<file path="config.mk">
export PLATFORM = sky130hd
export DESIGN_NAME = ecp5pll_phase_sweep
export DESIGN_NICKNAME = d
export VERILOG_FILES = /design/src/rtl/ecp5pll_phase_pkg.sv /design/src/rtl/pll_phase_stepper.sv /design/src/rtl/ecp5pll_phase_sweep.sv
export SDC_FILE = /design/constraint.sdc
export NUM_CORES = 1
export LEC_CHECK = 0
export ABC_AREA = 1
export CAP_MARGIN = 20
export CORE_ASPECT_RATIO = 0.9
export CORE_MARGIN = 3
export CORE_UTILIZATION = 50
export CTS_CLUSTER_DIAMETER = 150
export CTS_CLUSTER_SIZE = 24
export DETAILED_ROUTE_END_ITERATION = 8
export PLACE_DENSITY = 0.82
export SLEW_MARGIN = 20
export SYNTH_ARGS = -nofsm -noshare
export SYNTH_HDL_FRONTEND = slang
export SYNTH_SLANG_ARGS = --single-unit
export TNS_END_PERCENT = 1
</file>
<file path="constraint.sdc">
create_clock -name clk -period 6.55 [get_ports clk]
set_clock_uncertainty 0.15 [all_clocks]
set_input_delay 0.655 -clock clk [delete_from_list [all_inputs] [get_ports clk]]
set_output_delay 0.655 -clock clk [all_outputs]
set_load 0.02 [all_outputs]
</file>
<file path="src/rtl/ecp5pll_phase_pkg.sv">
// Shared types for the ECP5 PLL phase sweep: controller states and step directions.
package ecp5pll_phase_pkg;

    // state | meaning: IDLE wait | SETUP/PULSE/GAP one PLL step | SETTLE tester in reset
    // DWELL tester runs | EVAL issue next step | SEARCH window scan | CENTER park | DONE report
    typedef enum logic [3:0] {
        ST_IDLE, ST_SETUP, ST_PULSE, ST_GAP, ST_SETTLE,
        ST_DWELL, ST_EVAL, ST_SEARCH, ST_CENTER, ST_DONE
    } sweep_state_t;

    localparam logic DIR_FWD = 1'b0;
    localparam logic DIR_BWD = 1'b1;

    function automatic int max3(input int a, input int b, input int c);
        int m;
        m = a;
        if (b > m) m = b;
        if (c > m) m = c;
        return m;
    endfunction

endpackage

</file>
<file path="src/rtl/pll_phase_stepper.sv">
// One ECP5 dynamic-phase step: SETUP latches direction, PULSE drives phasestep, GAP rests.
module pll_phase_stepper
    import ecp5pll_phase_pkg::*;
#(
    parameter int C_pulse = 4,
    parameter int C_gap   = 4
) (
    input  logic clk,
    input  logic rst,
    input  logic req,
    input  logic dir,
    output logic phasedir,
    output logic phasestep,
    output logic ack,
    output logic setup,
    output logic idle
);
    localparam int CW = $clog2(max3(C_pulse, C_gap, 2)) + 1;

    sweep_state_t st;
    logic [CW-1:0] cnt;

    assign ack   = (st == ST_GAP) && (cnt == '0);
    assign setup = (st == ST_SETUP);
    assign idle  = (st == ST_IDLE);

    always_ff @(posedge clk or posedge rst) begin
        if (rst) begin
            st        <= ST_IDLE;
            cnt       <= '0;
            phasedir  <= DIR_FWD;
            phasestep <= 1'b0;
        end else begin
            case (st)
                ST_IDLE: begin
                    if (req) begin
                        phasedir <= dir;
                        st       <= ST_SETUP;
                    end
                end
                ST_SETUP: begin
                    phasestep <= 1'b1;
                    cnt       <= CW'(C_pulse - 1);
                    st        <= ST_PULSE;
                end
                ST_PULSE: begin
                    if (cnt == '0) begin
                        phasestep <= 1'b0;
                        cnt       <= CW'(C_gap - 1);
                        st        <= ST_GAP;
                    end else begin
                        cnt <= cnt - 1'b1;
                    end
                end
                ST_GAP: begin
                    if (cnt == '0) st <= ST_IDLE;
                    else           cnt <= cnt - 1'b1;
                end
                default: st <= ST_IDLE;
            endcase
        end
    end

endmodule

</file>
<file path="src/rtl/ecp5pll_phase_sweep.sv">
// SDRAM clock-phase calibrator: sweeps every PLL phase, finds the widest passing window, parks at its centre.
// Define PHASE_SWEEP_MANUAL_EN to add inc/dec manual single-step ports.
module ecp5pll_phase_sweep
    import ecp5pll_phase_pkg::*;
#(
    parameter int C_steps      = 32,
    parameter int C_phase_bits = 8,
    parameter int C_pulse      = 4,
    parameter int C_gap        = 4,
    parameter int C_settle     = 256,
    parameter int C_dwell      = 1 << 20
) (
    input  logic                    clk,
    input  logic                    rst,
    input  logic                    start,
`ifdef PHASE_SWEEP_MANUAL_EN
    input  logic                    inc,
    input  logic                    dec,
`endif
    input  logic [31:0]             passcount,
    input  logic [31:0]             failcount,
    output logic                    phasedir,
    output logic                    phasestep,
    output logic                    phaseloadreg,
    output logic                    memtest_rst,
    output logic [C_phase_bits-1:0] phase,
    output logic [C_phase_bits-1:0] win_start,
    output logic [C_phase_bits-1:0] win_len,
    output logic                    busy,
    output logic                    done,
    output logic                    fail
);
    localparam int PB = C_phase_bits;
    localparam int WB = C_phase_bits + 2;
    localparam int CW = $clog2(max3(C_settle, C_dwell, 2 * C_steps)) + 1;

    sweep_state_t     st;
    logic [CW-1:0]    cnt;
    logic [PB-1:0]    pos, idx, run, moved;
    logic [C_steps-1:0] pass_map;

    logic             req_c, dir_c, stp_ack, stp_setup, stp_idle, pass_now, pass_bit;
    logic [PB-1:0]    run_n, start_c, target_c, phase_next;
    logic [WB-1:0]    sum_w, tgt_w;

    assign phaseloadreg = 1'b0;
    assign pass_now     = (passcount != '0) && (failcount == '0);

    pll_phase_stepper #(.C_pulse(C_pulse), .C_gap(C_gap)) u_stepper (
        .clk(clk), .rst(rst), .req(req_c), .dir(dir_c),
        .phasedir(phasedir), .phasestep(phasestep),
        .ack(stp_ack), .setup(stp_setup), .idle(stp_idle)
    );

    always_comb begin
        req_c = 1'b0;
        dir_c = DIR_FWD;
        case (st)
            ST_EVAL:   req_c = 1'b1;
            ST_CENTER: req_c = stp_idle && (moved != target_c);
`ifdef PHASE_SWEEP_MANUAL_EN
            ST_IDLE: begin
                if (!start && (inc ^ dec)) begin
                    req_c = 1'b1;
                    dir_c = dec ? DIR_BWD : DIR_FWD;
                end
            end
`endif
            default: ;
        endcase
    end

    // Window scan runs twice round the bitmap so a window crossing C_steps-1 -> 0 is seen whole.
    always_comb begin
        pass_bit = 1'b0;
        for (int k = 0; k < C_steps; k++)
            if (idx == PB'(k)) pass_bit = pass_map[k];
        run_n = '0;
        if (pass_bit) run_n = (run == PB'(C_steps)) ? run : run + 1'b1;
        sum_w = WB'(idx) + WB'(C_steps) + WB'(1) - WB'(run_n);
        if (sum_w >= WB'(C_steps)) sum_w = sum_w - WB'(C_steps);
        start_c = PB'(sum_w);
        tgt_w = WB'(win_start) + WB'(win_len >> 1);
        if (tgt_w >= WB'(C_steps)) tgt_w = tgt_w - WB'(C_steps);
        target_c = (win_len == '0 || win_len == PB'(C_steps)) ? '0 : PB'(tgt_w);
        if (phasedir == DIR_BWD) phase_next = (phase == '0) ? PB'(C_steps - 1) : phase - 1'b1;
        else                     phase_next = (phase == PB'(C_steps - 1)) ? '0 : phase + 1'b1;
    end

    always_ff @(posedge clk or posedge rst) begin
        if (rst) begin
            st          <= ST_IDLE;
            cnt         <= '0;
            pos         <= '0;
            idx         <= '0;
            run         <= '0;
            moved       <= '0;
            pass_map    <= '0;
            memtest_rst <= 1'b1;
            phase       <= '0;
            win_start   <= '0;
            win_len     <= '0;
            busy        <= 1'b0;
            done        <= 1'b0;
            fail        <= 1'b0;
        end else begin
            if (stp_setup) phase <= phase_next;
            case (st)
                ST_IDLE: begin
                    memtest_rst <= 1'b0;
                    if (start) begin
                        busy        <= 1'b1;
                        done        <= 1'b0;
                        fail        <= 1'b0;
                        memtest_rst <= 1'b1;
                        pos         <= '0;
                        cnt         <= CW'(C_settle - 1);
                        st          <= ST_SETTLE;
                    end else if (req_c) begin
                        st <= ST_SETUP;
                    end
                end
                ST_SETTLE: begin
                    if (cnt == '0) begin
                        memtest_rst <= 1'b0;
                        cnt         <= CW'(C_dwell - 1);
                        st          <= ST_DWELL;
                    end else begin
                        cnt <= cnt - 1'b1;
                    end
                end
                ST_DWELL: begin
                    if (cnt == '0) begin
                        for (int k = 0; k < C_steps; k++)
                            if (pos == PB'(k)) pass_map[k] <= pass_now;
                        st <= ST_EVAL;
                    end else begin
                        cnt <= cnt - 1'b1;
                    end
                end
                ST_EVAL: begin
                    memtest_rst <= 1'b1;
                    st          <= ST_SETUP;
                end
                // busy distinguishes a sweep step from a manual one
                ST_SETUP: begin
                    if (stp_ack) begin
                        if (!busy) begin
                            st <= ST_IDLE;
                        end else if (pos == PB'(C_steps - 1)) begin
                            memtest_rst <= 1'b0;
                            win_start   <= '0;
                            win_len     <= '0;
                            run         <= '0;
                            idx         <= '0;
                            cnt         <= CW'(2 * C_steps - 1);
                            st          <= ST_SEARCH;
                        end else begin
                            pos <= pos + 1'b1;
                            cnt <= CW'(C_settle - 1);
                            st  <= ST_SETTLE;
                        end
                    end
                end
                ST_SEARCH: begin
                    run <= run_n;
                    if (run_n > win_len) begin
                        win_len   <= run_n;
                        win_start <= start_c;
                    end
                    idx <= (idx == PB'(C_steps - 1)) ? '0 : idx + 1'b1;
                    if (cnt == '0) begin
                        moved <= '0;
                        st    <= ST_CENTER;
                    end else begin
                        cnt <= cnt - 1'b1;
                    end
                end
                ST_CENTER: begin
                    if (stp_setup) moved <= moved + 1'b1;
                    if (stp_idle && moved == target_c) begin
                        busy <= 1'b0;
                        done <= 1'b1;
                        fail <= (win_len == '0);
                        st   <= ST_DONE;
                    end
                end
                ST_DONE: st <= ST_IDLE;
                default: st <= ST_IDLE;
            endcase
        end
    end

endmodule

</file>
---- Word-level counts from Yosys, hierarchy flattened ----
Index checks and enable logic that the tools add are counted.
Widths: inputs -> output; s select.
cells by class
  magnitude comparators ................... 3
  reductions and logical operators ........ 66
  add/subtract/negate cells ............... 13
  multiplexer cells ....................... 96
  equal/unequal tests ..................... 93
operators by type and width
  cell                   number
  $eq 8x5->1 const B     33
  $mux 8                 19
  $eq 8x4->1 const B     16
  $mux 21                5
  $reduce_and 3->1       35
  $pmux 8 s2             6
  $pmux 21 s4            1
  $eq 8x3->1 const B     8
  $mux 1                 43
  $add 8x1->8 const B    5
  $mux 4                 9
  $eq 8x2->1 const B     4
  $logic_not 32->1       1
  $reduce_bool 32->1     1
  $ne 2x2->1 const B     15
  $pmux 4 s7             1
  $logic_not 8->1        3
  $logic_not 21->1       1
  $sub 21x1->21 const B  1
  $reduce_and 5->1       4
  $eq 4x3->1 const B     4
  $eq 8x1->1 const B     2
  $eq 8x6->1 const B     2
  $pmux 4 s4             1
  32 further kinds       51
storage, ports and cells
  bits in registers ....................... 125
  word-level logic and storage cells ...... 319

---- Logic depth before layout (Yosys ltp) ----
Gate-level depths: netlist of the first run.
  depth in word-level cells ............... 39
  depth in mapped cells ................... 58
  depth with buffers taken out ............ 58

---- By module ----
A second synthesis of the first run with hierarchy kept.
second synthesis, totals
  cells, all modules ...................... 1189
  area total of the unflattened synthesis .. 8712.1 um2
by module, submodules not included
  module               area an instance (um2)  times used  cells an instance  seq. area each (um2)
  ecp5pll_phase_sweep  8219.1                  1           1129               2929.1
  pll_phase_stepper    493.0                   1           60                 175.2

---- Least setup slack after synthesis of the first run ----
OpenSTA, ideal clock, no wires.
  path kind ............................... register to register
  start point ............................. reg idx[1]
  end point ............................... reg win_start[7]
  path slack .............................. 1498 ps
  stages on the path, launching flop included .. 51
  data required time ...................... 6282 ps
  period minus slack after synthesis ...... 5052 ps
  setup time .............................. 118 ps
  arrival ................................. 4785 ps
  cells stage by stage .................... dfrtp_1 > inv_1 > ha_1 > inv_1 > nor2_2 > nand2_1 > or2_2 > nand3_1 > nand2_1 > nand2_1 > nand2_1 > nand2_1 > nand2_1 > nand2_1 > nand2_1 > nand2_1 > nand2_1 > nand2_1 > [... 15 more ...] > ha_1 > inv_1 > ha_1 > inv_1 > fa_1 > nor2_1 > o21ai_0 > nand2_1 > a21oi_1 > o21bai_1 > xor2_1 > o2111ai_1 > nor2_1 > nand2_1 > inv_1 > nor3_1 > nand4_1 > nand2_1
between the ends
  cells in the longest elaborated chain, start to end .. 39
RTL lines
  item                                               RTL line                    source
  start: declaration                                 ecp5pll_phase_sweep.sv:39   logic [PB-1:0] pos, idx, run, moved;
  start signal: assignment                           ecp5pll_phase_sweep.sv:171  idx <= (idx == PB'(C_steps - 1)) ? '0 : idx + 1'b1;
  $logic_not 8->1                                    ecp5pll_phase_sweep.sv:77   if (idx == PB'(k)) pass_bit = pass_map[k];
  $mux 1 (32 in series)                              ecp5pll_phase_sweep.sv:77
  $mux 8                                             ecp5pll_phase_sweep.sv:79   if (pass_bit) run_n = (run == PB'(C_steps)) ? run : run + 1'b1;
  $sub 10x8->10                                      ecp5pll_phase_sweep.sv:80   sum_w = WB'(idx) + WB'(C_steps) + WB'(1) - WB'(run_n);
  $sub 8x6->8 / $ge 10x6->1 (equally long branches)  ecp5pll_phase_sweep.sv:81   if (sum_w >= WB'(C_steps)) sum_w = sum_w - WB'(C_steps);
  $mux 8                                             ecp5pll_phase_sweep.sv:81
  $mux 8                                             ecp5pll_phase_sweep.sv:167  if (run_n > win_len) begin
  $pmux 8 s2                                         ecp5pll_phase_sweep.sv:108  case (st)
  end signal: assignment                             ecp5pll_phase_sweep.sv:169  win_start <= start_c;
  end: declaration                                   ecp5pll_phase_sweep.sv:27   output logic [C_phase_bits-1:0] win_start,
Several ways; a longest one is shown, not always the timed one. The select of a mux whose other input is x is not followed.
A chain may end at the register's enable or synchronous reset.

---- Worst setup path after layout of the first run ----
  start point ............................. reg idx[0]
  end point ............................... reg win_start[6]
Same word-level chain as after synthesis.

==> results of run 1 <==
## power breakdown
part	leakage (nW)	switching, mW	internal, mW	total, mW
Sequential	1.48	0.0916	0.855	0.947
Combinational	2.80	0.866	0.465	1.33
Clock	0.337	0.345	0.754	1.10
## worst min path at each step
stage,slack (ps),end,start
floorplan,280,u_stepper.cnt[2]$_DFFE_PP0P_,u_stepper.cnt[2]$_DFFE_PP0P_
global placement,290,u_stepper.cnt[2]$_DFFE_PP0P_,u_stepper.cnt[2]$_DFFE_PP0P_
detailed placement,300,u_stepper.cnt[2]$_DFFE_PP0P_,u_stepper.cnt[2]$_DFFE_PP0P_
CTS,310,u_stepper.cnt[2]$_DFFE_PP0P_,u_stepper.cnt[2]$_DFFE_PP0P_
global route,330,u_stepper.cnt[2]$_DFFE_PP0P_,u_stepper.cnt[2]$_DFFE_PP0P_
finish,320,u_stepper.cnt[2]$_DFFE_PP0P_,u_stepper.cnt[2]$_DFFE_PP0P_
## logic make-up after synthesis
| family | after synthesis | share of synthesized area [%] |
|---|---|---|
| AND/OR/NAND/NOR | 465 | 25.9 |
| AO/OA/AOI/OAI | 196 | 14.0 |
| adder cells (fa/ha/maj) | 54 | 8.53 |
| buffers and inverters | 203 | 9.65 |
| flip-flops | 123 | 37.6 |
| other | 1 | 0.0458 |
| XOR/XNOR | 40 | 4.28 |
## routing by layer
layer,global-route usage (%),up-vias,part of all wire [%],wire length (µm)
met3,5.16,45,6.5,1370
met1,31.4,3624,44,9300
met2,39.2,306,47,9770
li1,-,3821,-,-
met4,8.38,0,2.4,513
met5,0,-,0,0
## cells in the mapped netlist (21+ instances only)
master	number
a31oi_1	37
nand3_1	47
nor2_1	118
nand4_1	27
ha_1	51
nor3_1	38
a21oi_1	60
inv_1	175
nor4_1	21
nand2_1	179
dfrtp_1	122
o21ai_0	51
xor2_1	34
## cell type report
| class | count | area share, % |
|---|---|---|
| clock buffers | 22 | 4.82 |
| clock inverters | 10 | 2.09 |
| inverters | 182 | 6.83 |
| repair buffers | 102 | 10.0 |
| multi-input cells | 757 | 43.1 |
| well taps | 202 | 2.52 |
| flip-flops and latches | 123 | 30.7 |
## metrics by stage
| step | instances | setup slack (ps) | total power [mW] |
|---|---|---|---|
| floorplan | 1083 | 1500 | 1.90 |
| global placement | 1366 | 1060 | 2.22 |
| detailed placement | 1366 | 815 | 2.26 |
| CTS | 1398 | 792 | 3.38 |
| global route | 1398 | 11.0 | 3.62 |
| finish | 1398 | 843 | 3.38 |
## worst max-delay path, delay by kind of cell, from the launching register on
family	cells	cell delay, ps
compound gates	5	610
xor+xnor	1	240
fa+ha+maj	4	1050
buf+inv	7	630
flops	1	440
simple gates	39	2470
## what timing repair did
item / CTS / global route
endpoints found under the setup margin: 0 / 2
resized for setup: 0 / 2
hold endpoints to repair: 0 / 0
## sequential cells by signal, summed over array words and instances, names as in the netlist
| name | cells |
|---|---|
| u_stepper.phasestep | 1 |
| moved | 8 |
| done | 1 |
| memtest_rst | 1 |
| pass_map | 32 |
| st | 4 |
| win_len | 8 |
| busy | 1 |
| u_stepper.cnt | 3 |
| phase | 8 |
| cnt | 21 |
| run | 8 |
| pos | 8 |
| idx | 8 |
| win_start | 8 |
| u_stepper.st | 2 |
| fail | 1 |
==> flow_summary.json, run 1 <==
{
  "status": "finished clean",
  "syn_inst": 1082,
  "postSynthAreaPerCell_um2": 7.56,
  "max-vdd-ir-drop_uv": 242,
  "drt-pass1-iter-count": 5,
  "synth_area_leaders": "dfrtp_1, nand2_1, inv_1",
  "post_cts_buffers": 0,
  "drc": 0,
  "fin_nets": 1304,
  "crit_required_ps": 6710,
  "multi_input_area_um2": 4320,
  "max_slew.worst_pin.slew_ps": 870,
  "row_count": 43,
  "final_cell_mix": "nand2_1, inv_1, dfrtp_1",
  "synthFlopType": "dfrtp_1",
  "clkTransAtPathRegs_ps": 60,
  "dp_hpwl_mm": 15.1,
  "drt-total-wl_mm": 21.0,
  "r2r-end": "win_start[6]$_DFFE_PP0P_",
  "clk_latency_ps": 420,
  "vias_per_cell": 5.58,
  "port_buffers": 95,
  "hold_path_depth": 1,
  "min_period_ps": 5710,
  "dieArea_um2": 17900,
  "clock-sinks": 123,
  "detail_route.wl_per_cell_um": 15.0,
  "drive_above_1_share_pct": 5.52,
  "cts_buffer_depth": 2,
  "setup_viol": 0,
  "slew_headroom_pct": 42.0,
  "finalWeightedCongestion": 0.897,
  "crit_start": "idx[0]$_DFFE_PP0P_",
  "synth_top_area_share_pct": 37.3,
  "grt_pass1_vias": 7618,
  "rsz0062_at_grt": "false",
  "grt_max_degree": 73,
  "die_x_um": 141,
  "slowest_stage": "dfrtp_1",
  "mostFrequentLayoutCell": "nand2_1",
  "die-height_um": 127,
  "period_share_pct": 87.1,
  "tns_ps": 0,
  "ff2ff_setup_slack_ps": 840,
  "drt_iter0_markers": 557,
  "yosysTopAreaCell": "dfrtp_1",
  "core_um2": 15700,
  "design_area_um2": 10000,
  "grt_pass1_wl_mm": 35.2,
  "regArea_um2": 3080,
  "seq_area_frac_synth_pct": 37.6,
  "power_leakage_nw": 4.62,
  "syn_area_um2": 8180,
  "worstSetupPathType": "flip-flop to flip-flop",
  "ys_ff_latch": 123,
  "diodes": 0,
  "holdBufCountCts": 0,
  "path_common_cell": "nand2_1",
  "critPathMaxFanout": 9,
  "holdWs_ps": 318,
  "slew_violations": 0,
  "crit_path_end": "win_start[6]$_DFFE_PP0P_",
  "worstPathArrival_ps": 5870,
  "areaGrowthSynthToFinish_pct": 22.7,
  "cts_buffers": 17,
  "r2r_cells": 56,
  "drtAntennaViolNets": 0,
  "via_count": 7796,
  "place_area_um2": 9340,
  "yosys_warnings": 0,
  "slowest_delay_ps": 440,
  "ys_types": 50,
  "hold_class": "flip-flop to flip-flop",
  "max_cap_viol_count": 0,
  "post-route-util_pct": 63.9,
  "fillers": 1324,
  "finalHoldViolCount": 0,
  "start_kind": "flip-flop",
  "cts_tree": "done",
  "async_reset_ff_share_pct": 100,
  "initial_core_util_pct": 52.1,
  "cts_max_level": 4,
  "antenna_found_initial": 0,
  "r2r_start": "idx[0]$_DFFE_PP0P_",
  "end_kind": "flip-flop",
  "track_usage_pct": 23.9,
  "synth-edff-count": 0,
  "max_freq_mhz": 175,
  "power_density_nw_per_um2": 336,
  "ioPinCount": 98,
  "clock_tree.root_cell": "clkbuf_16",
  "grt_overflow": 0
}
Note: power is estimated with default switching activity, not from simulation.
==> run 2: changes to the inputs <==
--- a/config.mk
+++ b/config.mk
@@ -8,7 +8,7 @@
 export ABC_AREA = 1
 export CAP_MARGIN = 20
 export CORE_ASPECT_RATIO = 0.9
-export CORE_MARGIN = 3
+export CORE_MARGIN = 4
 export CORE_UTILIZATION = 50
 export CTS_CLUSTER_DIAMETER = 150
 export CTS_CLUSTER_SIZE = 24
==> run 2 against run 1 <==
Against the previous run: via count shrank 0.36%; final cell count grew 0.36%; routed wire length shrank 2.0%; die area grew 3.0%; first-iteration DRC count shrank 2.9%; sequential share of layout area grew 0.32 points; non-clock buffer count is the same.
==> flow_summary.json, run 2 (synthesis gave the netlist of run 1 again) <==
{
  "drt-total-wl_mm": 20.5,
  "vias_per_cell": 5.54,
  "tns_ps": 0,
  "final_cell_mix": "nand2_1, inv_1, dfrtp_1",
  "holdBufCountCts": 0,
  "drtAntennaViolNets": 0,
  "clock-sinks": 123,
  "clock_tree.root_cell": "clkbuf_16",
  "via_count": 7768,
  "initial_core_util_pct": 50.9,
  "slowest_delay_ps": 430,
  "status": "finished clean",
  "ff2ff_setup_slack_ps": 780,
  "hold_class": "flip-flop to flip-flop",
  "cts_tree": "done",
  "max_slew.worst_pin.slew_ps": 899,
  "drt-pass1-iter-count": 7,
  "finalHoldViolCount": 0,
  "clk_latency_ps": 420,
  "worst_hold_path.endpoint": "u_stepper.cnt[2]$_DFFE_PP0P_",
  "post-route-util_pct": 61.8,
  "rsz0062_at_grt": "false",
  "cts_max_level": 4,
  "path_common_cell": "nand2_1",
  "fin_nets": 1304,
  "slew_violations": 0,
  "worstSetupPathType": "flip-flop to flip-flop",
  "track_usage_pct": 22.6,
  "period_share_pct": 88.1,
  "r2r-end": "win_start[6]$_DFFE_PP0P_",
  "drive_above_1_share_pct": 5.35,
  "slew_headroom_pct": 40.1,
  "design_area_um2": 9940,
  "finalWeightedCongestion": 0.942,
  "holdWs_ps": 319,
  "start_kind": "flip-flop",
  "detail_route.wl_per_cell_um": 14.6,
  "cts_buffer_depth": 2,
  "diodes": 0,
  "end_kind": "flip-flop",
  "max_cap_viol_count": 0,
  "drt_iter0_markers": 541,
  "top_register": "pass_map",
  "ioPinCount": 98,
  "slowest_stage": "dfrtp_1",
  "worstPathArrival_ps": 5920,
  "hold_path_depth": 1,
  "setup_viol": 0,
  "die-height_um": 129,
  "cts_resized": 0,
  "worstHoldStart": "u_stepper.cnt[2]$_DFFE_PP0P_",
  "dieArea_um2": 18500,
  "cts_buffers": 17,
  "die_x_um": 143,
  "antenna_found_initial": 0,
  "max-vdd-ir-drop_uv": 185,
  "max_freq_mhz": 173,
  "grt_max_degree": 71,
  "core_um2": 16100,
  "power_density_nw_per_um2": 322,
  "reg_top3": "pass_map: 32 flops, cnt: 21 flops",
  "power_leakage_nw": 4.57,
  "drc": 0,
  "critPathMaxFanout": 9,
  "post_cts_buffers": 0,
  "crit_required_ps": 6700,
  "mostFrequentLayoutCell": "nand2_1",
  "r2r_cells": 56,
  "row_count": 44,
  "dp_hpwl_mm": 15.1,
  "largest_register_ff_count": 32,
  "areaGrowthSynthToFinish_pct": 21.5,
  "port_buffers": 95,
  "clkTransAtPathRegs_ps": 60,
  "min_period_ps": 5770,
  "grt_overflow": 0,
  "pre_cts_ws_ps": 895,
  "r2r_start": "idx[0]$_DFFE_PP0P_",
  "grt_pass1_vias": 7310,
  "fin_ws_ps": 777,
  "grt_pass1_wl_mm": 34.0,
  "place_area_um2": 9350
}
-- run 2: cell type report --
| class | instances | area (µm²) |
|---|---|---|
| Fill cell | 1381 | 6140 |
| Multi-Input combinational cell | 757 | 4320 |
| Sequential cell | 123 | 3080 |
| Timing Repair Buffer | 102 | 1000 |
| Inverter | 182 | 686 |
| Clock buffer | 21 | 470 |
| Tap cell | 207 | 259 |
| Clock inverter | 11 | 119 |
-- run 2: routing by layer --
metal,vias up,wire length [µm],track usage (%)
met1,3587,8980,30.0
met2,308,9590,37.6
met5,-,0,0
li1,3824,-,-
met3,49,1420,4.24
met4,0,552,7.38
-- run 2: worst max path at each step --
stage / slack, ps / depth (start not counted) / startpoint / endpoint
after floorplan: 1500 / 50 / idx[1]$_DFFE_PP0P_ / win_start[7]$_DFFE_PP0P_
after global placement: 1060 / 52 / idx[1]$_DFFE_PP0P_ / win_start[7]$_DFFE_PP0P_
after detailed placement: 900 / 56 / idx[0]$_DFFE_PP0P_ / win_start[6]$_DFFE_PP0P_
after CTS: 820 / 56 / idx[0]$_DFFE_PP0P_ / win_start[6]$_DFFE_PP0P_
after global routing: 60 / 56 / idx[0]$_DFFE_PP0P_ / win_start[6]$_DFFE_PP0P_
final: 780 / 56 / idx[0]$_DFFE_PP0P_ / win_start[6]$_DFFE_PP0P_
-- run 2: where the power goes --
| part | total (mW) | switching (mW) | internal (mW) |
|---|---|---|---|
| clock network | 0.938 | 0.350 | 0.587 |
| registers | 0.945 | 0.0897 | 0.855 |
| logic | 1.32 | 0.858 | 0.462 |
-- run 2: metrics by stage --
stage | power [mW] | cells
3_3_place_gp | 2.22 | 1371
3_5_place_dp | 2.25 | 1371
5_1_grt | 3.43 | 1403
4_1_cts | 3.20 | 1403
6_report | 3.20 | 1403
2_1_floorplan | 1.90 | 1083
-- run 2: worst max-delay path, delay by kind of cell, from the launching register on --
family                   cells  cell delay [ps]
buffers and inverters        7              630
AND/OR/NAND/NOR             39             2490
XOR/XNOR                     1              250
flip-flops                   1              430
AO/OA/AOI/OAI                5              640
adder cells (fa/ha/maj)      4             1070
==> run 3: changes to the inputs <==
--- a/config.mk
+++ b/config.mk
@@ -13,6 +13,7 @@
 export CTS_CLUSTER_DIAMETER = 150
 export CTS_CLUSTER_SIZE = 24
 export DETAILED_ROUTE_END_ITERATION = 8
+export HOLD_SLACK_MARGIN = 0.05
 export PLACE_DENSITY = 0.82
 export SLEW_MARGIN = 20
 export SYNTH_ARGS = -nofsm -noshare
==> constraint.sdc (replaced) <==
create_clock -name clk -period 6.2 [get_ports clk]
set_clock_uncertainty 0.15 [all_clocks]
set_input_delay 0.62 -clock clk [delete_from_list [all_inputs] [get_ports clk]]
set_output_delay 0.62 -clock clk [all_outputs]
set_load 0.02 [all_outputs]
==> run 3 against run 2 <==
Against the previous run: utilization is 0.63 points higher; global-route usage is 0.34 points higher; final cell count is 0.43% higher; register-to-register slack worse by 130 ps; clock-buffer cell count is 2 lower; sequential power is 6% higher; critical endpoint unchanged; total power is 9.2% higher.
==> flow_summary.json, run 3 (synthesis gave the netlist of run 1 again) <==
{
  "cpLargestDelayFamily": "simple AND/OR/NAND/NOR gates",
  "largest_register_ff_count": 32,
  "power_density_nw_per_um2": 349,
  "drc": 0,
  "max_cap_viol_count": 0,
  "drt-total-wl_mm": 20.9,
  "drt_iter0_markers": 638,
  "finalHoldViolCount": 0,
  "detail_route.wl_per_cell_um": 14.9,
  "worstSetupPathType": "flip-flop to flip-flop",
  "post-route-util_pct": 62.4,
  "row_count": 44,
  "grt_pass1_vias": 7536,
  "finalWeightedCongestion": 0.938,
  "initial_core_util_pct": 50.9,
  "ioPinCount": 98,
  "clock-sinks": 123,
  "status": "finished clean",
  "max-vdd-ir-drop_uv": 218,
  "drt-pass1-iter-count": 6,
  "mostFrequentLayoutCell": "nand2_1",
  "slew_headroom_pct": 39.4,
  "grt_overflow": 0,
  "fillers": 1360,
  "path_common_cell": "nand2_1",
  "via_count": 7842,
  "top_register": "pass_map",
  "die_x_um": 143,
  "cts_tree": "done",
  "tns_ps": 0,
  "core_um2": 16100,
  "crit_required_ps": 6360,
  "grt_pass1_wl_mm": 34.6,
  "end_kind": "flip-flop",
  "cts_buffers": 17,
  "drive_above_1_share_pct": 6.57,
  "track_usage_pct": 23.0,
  "worst-path-buf-inv": 5,
  "cts_buffer_depth": 2,
  "slew_violations": 0,
  "regArea_um2": 3080,
  "clk_latency_ps": 430,
  "min_period_ps": 5550,
  "cts_max_level": 4,
  "port_buffers": 95,
  "grt_max_degree": 72,
  "die-height_um": 129,
  "clkTransAtPathRegs_ps": 60,
  "final_cells": 1409,
  "antenna_found_initial": 0,
  "vias_per_cell": 5.57,
  "dp_hpwl_mm": 15.2,
  "slowest_stage": "dfrtp_2",
  "worstPathArrival_ps": 5710,
  "max_freq_mhz": 180,
  "place_inst": 1371,
  "hold_class": "flip-flop to flip-flop",
  "critPathMaxFanout": 5,
  "areaGrowthSynthToFinish_pct": 22.7,
  "period_share_pct": 89.5,
  "slowest_delay_ps": 460,
  "multi_input_area_um2": 4360,
  "start_kind": "flip-flop",
  "dieArea_um2": 18500,
  "final_cell_mix": "nand2_1, inv_1, dfrtp_1",
  "clock_tree.root_cell": "clkbuf_16",
  "setup_viol": 0,
  "power_leakage_nw": 4.59,
  "drtAntennaViolNets": 0,
  "diodes": 0,
  "fin_nets": 1310,
  "max_slew.worst_pin.slew_ps": 909,
  "reg_top3": "pass_map: 32 flops, cnt: 21 flops"
}
==> run 3: changes by cell type in the layout (fill, tap and decap cells not counted), sizes merged <==
cell and change:
nor2 +1, clkbuf -2, clkinv -2, bufinv +1, clkinvlp +1, inv +2
buf +5
==> run 3: layer usage <==
metal	part of all wire (%)	up-vias	GRT usage [%]
li1	-	3850	-
met1	44	3617	29.8
met2	47	325	38.2
met3	7.0	50	5.17
met4	2.6	0	7.77
met5	0	-	0
==> run 3: path summary, 6_finish.rpt <==
kind / start / endpoint / slack [ps] / cells after the start
min: u_stepper.cnt[2]$_DFFE_PP0P_ / u_stepper.cnt[2]$_DFFE_PP0P_ / 340 / 1
max in group asynchronous: rst / idx[0]$_DFFE_PP0P_ / 4040 / 3
max: idx[0]$_DFFE_PP0P_ / win_start[6]$_DFFE_PP0P_ / 650 / 52
min reg2reg: u_stepper.cnt[2]$_DFFE_PP0P_ / u_stepper.cnt[2]$_DFFE_PP0P_ / 340 / 1
max reg2reg: idx[0]$_DFFE_PP0P_ / win_start[6]$_DFFE_PP0P_ / 650 / 52
min in group asynchronous: rst / pass_map[25]$_DFFE_PP0P_ / 490 / 2
==> run 3: metrics by stage <==
step                setup WS [ps]  hold WS, ps  power, mW  instance area, µm²
global placement              705          290       2.35                9350
global route                -14.5          368       3.73               10000
CTS                           521          343       3.43                9960
floorplan                    1150          275       2.01                8180
finish                        652          345       3.50               10000
detailed placement            590          304       2.39                9350
==> run 3: cell type report <==
| class | count | share of cell area (%) |
|---|---|---|
| tap | 207 | 2.58 |
| multi-input combinational | 758 | 43.4 |
| timing repair buffer | 107 | 10.4 |
| inverter | 182 | 6.86 |
| clock buffer | 19 | 4.41 |
| clock inverter | 13 | 1.67 |
| sequential | 123 | 30.7 |
==> run 3: repair_timing <==
action,CTS,global route
setup buffers,0,5
resized for setup,0,12
setup endpoints to repair,0,3
hold buffers,0,0
==> run 3: power breakdown <==
group | leakage [nW] | internal, mW | switching [mW]
logic | 2.83 | 0.531 | 0.938
clock network | 0.282 | 0.644 | 0.382
registers | 1.48 | 0.904 | 0.0999
total | 4.59 | 2.08 | 1.42
